==> src/rtl/mc_pkg.sv <==
// Shared definitions for the multicycle controller: FSM states, opcode and
// funct encodings, ALU operation codes and datapath mux encodings.
// Optional feature macro: MC_CONTROLLER_ADDI_EN (adds ADDIEX/ADDIWB states).
package mc_pkg;

    typedef enum logic [3:0] {
        FETCH   = 4'd0,
        DECODE  = 4'd1,
        MEMADR  = 4'd2,
        MEMRD   = 4'd3,
        MEMWB   = 4'd4,
        MEMWR   = 4'd5,
        RTYPEEX = 4'd6,
        RTYPEWB = 4'd7,
        BEQEX   = 4'd8,
`ifdef MC_CONTROLLER_ADDI_EN
        ADDIEX  = 4'd9,
        ADDIWB  = 4'd10,
`endif
        JEX     = 4'd11,
        ERROR   = 4'd12
    } state_t;

    localparam logic [5:0] OP_LW    = 6'b100011;
    localparam logic [5:0] OP_SW    = 6'b101011;
    localparam logic [5:0] OP_RTYPE = 6'b000000;
    localparam logic [5:0] OP_BEQ   = 6'b000100;
    localparam logic [5:0] OP_ADDI  = 6'b001000;
    localparam logic [5:0] OP_J     = 6'b000010;

    localparam logic [5:0] FN_ADD = 6'b100000;
    localparam logic [5:0] FN_SUB = 6'b100010;
    localparam logic [5:0] FN_AND = 6'b100100;
    localparam logic [5:0] FN_OR  = 6'b100101;
    localparam logic [5:0] FN_SLT = 6'b101010;

    localparam logic [2:0] ALU_AND = 3'b000;
    localparam logic [2:0] ALU_OR  = 3'b001;
    localparam logic [2:0] ALU_ADD = 3'b010;
    localparam logic [2:0] ALU_SUB = 3'b110;
    localparam logic [2:0] ALU_SLT = 3'b111;

    localparam logic [1:0] SRCB_RT   = 2'b00;
    localparam logic [1:0] SRCB_FOUR = 2'b01;
    localparam logic [1:0] SRCB_IMM  = 2'b10;

    localparam logic [1:0] PCSRC_ALU    = 2'b00;
    localparam logic [1:0] PCSRC_ALUOUT = 2'b01;
    localparam logic [1:0] PCSRC_JUMP   = 2'b10;

    // States that hold a request on the unified memory and may stall.
    function automatic logic is_mem_state(input state_t s);
        return (s == FETCH) || (s == MEMRD) || (s == MEMWR);
    endfunction

endpackage

==> src/rtl/mc_controller_if.sv <==
// Control/status bundle between the multicycle controller (master) and the
// datapath plus memory (slave).
interface mc_controller_if;
    logic [5:0] op;
    logic [5:0] funct;
    logic       zero;
    logic       mem_ready;
    logic       mem_req;
    logic       iord;
    logic       mem_write;
    logic       ir_write;
    logic       reg_write;
    logic       reg_dst;
    logic       mem_to_reg;
    logic       alu_src_a;
    logic [1:0] alu_src_b;
    logic [1:0] pc_src;
    logic       pc_en;
    logic [2:0] alu_ctrl_sig;
    logic       fault;

    modport master (
        input  op, funct, zero, mem_ready,
        output mem_req, iord, mem_write, ir_write, reg_write, reg_dst,
               mem_to_reg, alu_src_a, alu_src_b, pc_src, pc_en,
               alu_ctrl_sig, fault
    );

    modport slave (
        output op, funct, zero, mem_ready,
        input  mem_req, iord, mem_write, ir_write, reg_write, reg_dst,
               mem_to_reg, alu_src_a, alu_src_b, pc_src, pc_en,
               alu_ctrl_sig, fault
    );
endinterface

==> src/rtl/mc_controller_alu_dec.sv <==
// R-type funct field to ALU operation decode; o_valid flags a known funct.
module alu_dec
    import mc_pkg::*;
(
    input  logic [5:0] i_funct,
    output logic [2:0] o_alu_ctrl,
    output logic       o_valid
);

    // Map the funct field onto an ALU code; unknown functs yield AND/invalid.
    always_comb begin
        o_alu_ctrl = ALU_AND;
        o_valid    = 1'b1;
        case (i_funct)
            FN_ADD:  o_alu_ctrl = ALU_ADD;
            FN_SUB:  o_alu_ctrl = ALU_SUB;
            FN_AND:  o_alu_ctrl = ALU_AND;
            FN_OR:   o_alu_ctrl = ALU_OR;
            FN_SLT:  o_alu_ctrl = ALU_SLT;
            default: o_valid    = 1'b0;
        endcase
    end

endmodule

==> src/rtl/mc_controller.sv <==
// Multicycle MIPS-style controller with stall watchdog on memory accesses.
// Optional feature macro: MC_CONTROLLER_ADDI_EN enables addi execution;
// without it addi is treated as an illegal opcode.
module mc_controller
    import mc_pkg::*;
#(
    parameter int WAIT_MAX = 15
) (
    input  logic           i_clk,
    input  logic           i_reset,
    mc_controller_if.master io_bus
);

    // Last counter value at which a further stalled cycle means a timeout.
    localparam logic [7:0] WAIT_LAST = 8'(WAIT_MAX - 1);

    state_t     r_state;
    state_t     w_next;
    logic [7:0] r_wait;
    logic       w_stall;
    logic       w_timeout;
    logic       w_pc_write;
    logic       w_branch;
    logic [2:0] w_fn_ctrl;
    logic       w_fn_valid;

    alu_dec u_alu_dec (
        .i_funct    (io_bus.funct),
        .o_alu_ctrl (w_fn_ctrl),
        .o_valid    (w_fn_valid)
    );

    assign w_stall   = is_mem_state(r_state) && !io_bus.mem_ready;
    assign w_timeout = w_stall && (r_wait >= WAIT_LAST);
    assign io_bus.pc_en = w_pc_write | (w_branch & io_bus.zero);

    // State register; reset aborts whatever access is in progress.
    always_ff @(posedge i_clk) begin
        if (i_reset) begin
            r_state <= FETCH;
        end else begin
            r_state <= w_next;
        end
    end

    // Stall counter: cleared on every state change, counts stalled cycles.
    always_ff @(posedge i_clk) begin
        if (i_reset) begin
            r_wait <= 8'd0;
        end else if (w_next != r_state) begin
            r_wait <= 8'd0;
        end else if (w_stall) begin
            r_wait <= r_wait + 8'd1;
        end else begin
            r_wait <= r_wait;
        end
    end

    // Next-state and per-state control outputs; unnamed outputs stay 0.
    always_comb begin
        w_next              = r_state;
        w_pc_write          = 1'b0;
        w_branch            = 1'b0;
        io_bus.mem_req      = 1'b0;
        io_bus.iord         = 1'b0;
        io_bus.mem_write    = 1'b0;
        io_bus.ir_write     = 1'b0;
        io_bus.reg_write    = 1'b0;
        io_bus.reg_dst      = 1'b0;
        io_bus.mem_to_reg   = 1'b0;
        io_bus.alu_src_a    = 1'b0;
        io_bus.alu_src_b    = SRCB_RT;
        io_bus.pc_src       = PCSRC_ALU;
        io_bus.alu_ctrl_sig = 3'b000;
        io_bus.fault        = 1'b0;
        case (r_state)
            FETCH: begin
                io_bus.mem_req      = 1'b1;
                io_bus.alu_src_b    = SRCB_FOUR;
                io_bus.alu_ctrl_sig = ALU_ADD;
                if (io_bus.mem_ready) begin
                    io_bus.ir_write = 1'b1;
                    w_pc_write      = 1'b1;
                    w_next          = DECODE;
                end else if (w_timeout) begin
                    w_next = ERROR;
                end else begin
                    w_next = FETCH;
                end
            end
            DECODE: begin
                io_bus.alu_src_b = SRCB_IMM;
                case (io_bus.op)
                    OP_LW, OP_SW: w_next = MEMADR;
                    OP_RTYPE:     w_next = RTYPEEX;
                    OP_BEQ:       w_next = BEQEX;
`ifdef MC_CONTROLLER_ADDI_EN
                    OP_ADDI:      w_next = ADDIEX;
`else
                    OP_ADDI:      w_next = ERROR;
`endif
                    OP_J:         w_next = JEX;
                    default:      w_next = ERROR;
                endcase
            end
            MEMADR: begin
                io_bus.alu_src_a    = 1'b1;
                io_bus.alu_src_b    = SRCB_IMM;
                io_bus.alu_ctrl_sig = ALU_ADD;
                if (io_bus.op == OP_LW) begin
                    w_next = MEMRD;
                end else if (io_bus.op == OP_SW) begin
                    w_next = MEMWR;
                end else begin
                    w_next = ERROR;
                end
            end
            MEMRD, MEMWR: begin
                io_bus.mem_req   = 1'b1;
                io_bus.iord      = 1'b1;
                io_bus.mem_write = (r_state == MEMWR);
                if (io_bus.mem_ready) begin
                    w_next = (r_state == MEMRD) ? MEMWB : FETCH;
                end else if (w_timeout) begin
                    w_next = ERROR;
                end else begin
                    w_next = r_state;
                end
            end
            MEMWB: begin
                io_bus.reg_write  = 1'b1;
                io_bus.mem_to_reg = 1'b1;
                w_next            = FETCH;
            end
            RTYPEEX: begin
                io_bus.alu_src_a    = 1'b1;
                io_bus.alu_src_b    = SRCB_RT;
                io_bus.alu_ctrl_sig = w_fn_ctrl;
                w_next              = w_fn_valid ? RTYPEWB : ERROR;
            end
            RTYPEWB: begin
                io_bus.reg_write = 1'b1;
                io_bus.reg_dst   = 1'b1;
                w_next           = FETCH;
            end
            BEQEX: begin
                io_bus.alu_src_a    = 1'b1;
                io_bus.alu_src_b    = SRCB_RT;
                io_bus.alu_ctrl_sig = ALU_SUB;
                io_bus.pc_src       = PCSRC_ALUOUT;
                w_branch            = 1'b1;
                w_next              = FETCH;
            end
`ifdef MC_CONTROLLER_ADDI_EN
            ADDIEX: begin
                io_bus.alu_src_a    = 1'b1;
                io_bus.alu_src_b    = SRCB_IMM;
                io_bus.alu_ctrl_sig = ALU_ADD;
                w_next              = ADDIWB;
            end
            ADDIWB: begin
                io_bus.reg_write = 1'b1;
                w_next           = FETCH;
            end
`endif
            JEX: begin
                w_pc_write    = 1'b1;
                io_bus.pc_src = PCSRC_JUMP;
                w_next        = FETCH;
            end
            ERROR: begin
                io_bus.fault = 1'b1;
                w_next       = ERROR;
            end
            default: begin
                w_next = ERROR;
            end
        endcase
    end

endmodule
==> src/flat_wrapper.sv <==
// flat-port wrapper written by rule: the top's interface ports become plain ports
module mc_controller_flat import mc_pkg::*;
#(
    parameter int WAIT_MAX = 15
)
  (i_clk, i_reset, io_bus_op, io_bus_funct, io_bus_zero, io_bus_mem_ready, io_bus_mem_req, io_bus_iord, io_bus_mem_write, io_bus_ir_write, io_bus_reg_write, io_bus_reg_dst, io_bus_mem_to_reg, io_bus_alu_src_a, io_bus_alu_src_b, io_bus_pc_src, io_bus_pc_en, io_bus_alu_ctrl_sig, io_bus_fault);
  mc_controller_if io_bus_i ();
  input  logic i_clk;
  input  logic i_reset;
  input wire logic [$bits(io_bus_i.op)-1:0] io_bus_op;
  input wire logic [$bits(io_bus_i.funct)-1:0] io_bus_funct;
  input wire logic [$bits(io_bus_i.zero)-1:0] io_bus_zero;
  input wire logic [$bits(io_bus_i.mem_ready)-1:0] io_bus_mem_ready;
  output wire logic [$bits(io_bus_i.mem_req)-1:0] io_bus_mem_req;
  output wire logic [$bits(io_bus_i.iord)-1:0] io_bus_iord;
  output wire logic [$bits(io_bus_i.mem_write)-1:0] io_bus_mem_write;
  output wire logic [$bits(io_bus_i.ir_write)-1:0] io_bus_ir_write;
  output wire logic [$bits(io_bus_i.reg_write)-1:0] io_bus_reg_write;
  output wire logic [$bits(io_bus_i.reg_dst)-1:0] io_bus_reg_dst;
  output wire logic [$bits(io_bus_i.mem_to_reg)-1:0] io_bus_mem_to_reg;
  output wire logic [$bits(io_bus_i.alu_src_a)-1:0] io_bus_alu_src_a;
  output wire logic [$bits(io_bus_i.alu_src_b)-1:0] io_bus_alu_src_b;
  output wire logic [$bits(io_bus_i.pc_src)-1:0] io_bus_pc_src;
  output wire logic [$bits(io_bus_i.pc_en)-1:0] io_bus_pc_en;
  output wire logic [$bits(io_bus_i.alu_ctrl_sig)-1:0] io_bus_alu_ctrl_sig;
  output wire logic [$bits(io_bus_i.fault)-1:0] io_bus_fault;
  assign io_bus_i.op = io_bus_op;
  assign io_bus_i.funct = io_bus_funct;
  assign io_bus_i.zero = io_bus_zero;
  assign io_bus_i.mem_ready = io_bus_mem_ready;
  assign io_bus_mem_req = io_bus_i.mem_req;
  assign io_bus_iord = io_bus_i.iord;
  assign io_bus_mem_write = io_bus_i.mem_write;
  assign io_bus_ir_write = io_bus_i.ir_write;
  assign io_bus_reg_write = io_bus_i.reg_write;
  assign io_bus_reg_dst = io_bus_i.reg_dst;
  assign io_bus_mem_to_reg = io_bus_i.mem_to_reg;
  assign io_bus_alu_src_a = io_bus_i.alu_src_a;
  assign io_bus_alu_src_b = io_bus_i.alu_src_b;
  assign io_bus_pc_src = io_bus_i.pc_src;
  assign io_bus_pc_en = io_bus_i.pc_en;
  assign io_bus_alu_ctrl_sig = io_bus_i.alu_ctrl_sig;
  assign io_bus_fault = io_bus_i.fault;
  mc_controller #(.WAIT_MAX(WAIT_MAX)) u_core (.i_clk(i_clk), .i_reset(i_reset), .io_bus(io_bus_i));
endmodule
==> config.mk <==
export PLATFORM = sky130hd
export DESIGN_NAME = mc_controller_flat
export DESIGN_NICKNAME = d
export VERILOG_FILES = /design/src/rtl/mc_pkg.sv /design/src/rtl/mc_controller_if.sv /design/src/rtl/mc_controller_alu_dec.sv /design/src/rtl/mc_controller.sv /design/src/flat_wrapper.sv
export SDC_FILE = /design/constraint.sdc
export NUM_CORES = 1
export LEC_CHECK = 0
export ABC_AREA = 1
export BUFFER_PORTS_ARGS = -buffer_cell sky130_fd_sc_hd__buf_4
export CAP_MARGIN = 15
export CORE_ASPECT_RATIO = 1.75
export CORE_MARGIN = 8
export CORE_UTILIZATION = 30
export DETAILED_ROUTE_END_ITERATION = 10
export GPL_ROUTABILITY_DRIVEN = 0
export SLEW_MARGIN = 20
export SYNTH_ARGS = -nofsm -noshare
export SYNTH_HDL_FRONTEND = slang
export SYNTH_SLANG_ARGS = --single-unit
==> constraint.sdc <==
create_clock -name i_clk -period 2.56 [get_ports i_clk]
set_input_delay 0.768 -clock i_clk [delete_from_list [all_inputs] [get_ports i_clk]]
set_output_delay 0.768 -clock i_clk [all_outputs]
set_load 0.02 [all_outputs]
==> run summary <==
CP max-delay cell: nor4_4
Worst Hold Class: flip-flop to flip-flop
Hold slack: 588.7 ps
Final WL: 3.368 mm
Sequential area share after synthesis: 19.45%
Pins Over Slew Limit: 0
Grt ovf: 0
CTS tree: built
Initial DRC count: 72
Post-CTS setup buffer count: 0
Worst-path clk slew: 50 ps
RSZ-0062 raised after global routing: no
Fmax: 0.4186 GHz
Status: finished, final reports clean
WL per Instance: 11.46 microns
First-pass GRT wire length: 6.210 mm
Clk_lat worst skew: 240 ps
Startpoint types: primary input
Number of port buffers: 32
Leak: 0.8692 nW
Hold Vio Cnt, Final: 0
Required @ worst endpoint: 1790 ps
Final setup TNS: 0 ps
# diodes: 0
Top delay family on crit path: buffers and inverters
Mapped Area: 0.001235 sq mm
Tcrit/Tclk final: 93.31%
Post-CTS Hold Fix Bufs: 0
Total GRT Usage: 11.61%
Synth cell types: 25
Data arrival time of the worst path: 1620 ps
Via-to-Cell Ratio: 4.565
Worst Skew: 1.460 ps
TritonCTS buffer count: 3
Layout cell share with drive strength beyond 1: 30.20%
Max cap viols: 0
Vias in the first global route: 1446
Worst slew pin tran: 463.3 ps
Minimum clock period: 2389 ps
Nets: 264
Synthesized area per cell: 5.995 sq um
H-tree lvl count: 1
Post-synth EDFFs: 0
Synth Flop Type: dfxtp_1
Cells after DPL: 290
Antenna violations before repair: 0
Crit Path Max Fanout: 2
Die area: 0.006506 sq mm
Clk Tree Root Cell: clkbuf_8
Post-synth ARST share: 0%
DR vias: 1342
I/O pin total: 33
Clock Sinks: 12
CP most frequent cell: o21ai_1
Number of iterations in the first detailed-routing pass: 4
Slew margin rel.: 68.88%
Buffers & Inverters on Critical Path: 3
Initial core utilization: 30.61%
Endpoint type of the worst setup path: output pin
Critical-path cell list: buf_4, nor4_4, o21ai_1, o21ai_1, a21oi_1, inv_1, buf_6
CTS max path bufs: 2
Largest net degree at the start of global routing: 9
Final HPWL DP: 2.889 mm
Max VDD drop: 0.2398 mV
Synth-to-Final Area Change: 32.52%
Post-synth net total: 224
Ys Warns: 0
Die height: 100.9 microns
CP Class: primary input to output pin
Slowest stage delay, CP: 270 ps
Final core occ: 40.57%
Cells after Synth: 206
Pwr Total: 0.6464 mW
Synthesized flop and latch total: 12
Standard-cell rows: 31
Non-Filler Instances: 294
Pwr/cell area: 394.9 mW/mm^2
Width of the die: 64.50 microns
Drt drc: 0
Core area: 0.004034 sq mm
Setup violators final: 0
Post-DRT Antenna Nets: 0
final timing paths:
path / start / to / slack, ps / cells past startpoint
worst min register to register: u_core.r_wait[2] / u_core.r_wait[2] / 590 / 3
worst min-delay path: u_core.r_wait[2] / u_core.r_wait[2] / 590 / 3
worst max-delay path: io_bus_funct[2] / io_bus_alu_ctrl_sig[1] / 170 / 7
worst max register to register: u_core.r_state[0] / u_core.r_wait[3] / 690 / 13
metrics by stage:
stage	setup WS, ps	cell area (sq um)
final	171.3	1637
after detailed placement	-35.61	1559
after CTS	52.12	1620
after global routing	9.257	1637
after floorplan	173.8	1235
after global placement	0.2789	1559
cells in the mapped netlist (all sizes together) (2+ instances only):
| cell | count | area share [%] |
|---|---|---|
| dfxtp | 12 | 19 |
| xor2 | 6 | 4.3 |
| nor2 | 34 | 13 |
| nand3b | 2 | 1.2 |
| nand2 | 54 | 18 |
| inv | 44 | 13 |
| o21ai | 4 | 1.6 |
| ha | 2 | 2.0 |
| a21oi | 5 | 2.0 |
| nand3 | 19 | 11 |
| nand4 | 6 | 3.0 |
| nor3 | 13 | 8.5 |
state kept, by name, indices dropped and copies added (netlist names):
register        count
u_core.r_state      4
u_core.r_wait       8
logic make-up after synthesis:
logic type	Yosys count	synth area share, %
compound gates	11	4.863
xor+xnor	6	4.255
fa+ha+maj	2	2.026
buf+inv	45	13.68
flops	12	19.45
simple gates	130	55.72
final cells by class:
| cell class | count | area, sq um |
|---|---|---|
| sequential | 12 | 240.2 |
| clock buffer | 4 | 55.05 |
| inverter | 45 | 168.9 |
| multi-input combinational | 149 | 840.8 |
| fill | 482 | 2397 |
| tap | 49 | 61.31 |
| timing repair buffer | 35 | 270.3 |
report_power, final:
group / total (mW) / internal (mW) / switching [mW]
clock network: 0.208 / 0.136 / 0.0720
registers: 0.202 / 0.193 / 0.00964
logic: 0.236 / 0.0897 / 0.146
routing by layer:
layer / vias up / wire (microns) / track usage (%)
li1: 716 / - / -
met1: 581 / 1318 / 11.86
met2: 35 / 1798 / 21.54
met3: 10 / 143 / 2.116
met4: 0 / 108 / 5.743
met5: - / 0 / 0
cells in the final DEF (no fill, tap or decap), drive strengths merged, types with 2 or more instances in the layout:
cell,n
buf,35
nor2,34
nand3,19
clkbuf,4
xor2,6
nand2,54
a21oi,5
o21ai,4
dfxtp,12
inv,44
nand3b,2
ha,2
nand4,6
nor3,13
repair_timing:
action                                  4_1_cts  5_1_grt
pin swaps                                     0        2
gates resized for setup                       1        5
hold endpoints to repair                      0        0
endpoints found under the setup margin        1        1
worst min-delay path: stages, from the launching register on:
cell and delay (ps):
dfxtp_1 370, xor2_1 80, inv_1 60, nor3_2 40
(Power assumes the default switching activity.)
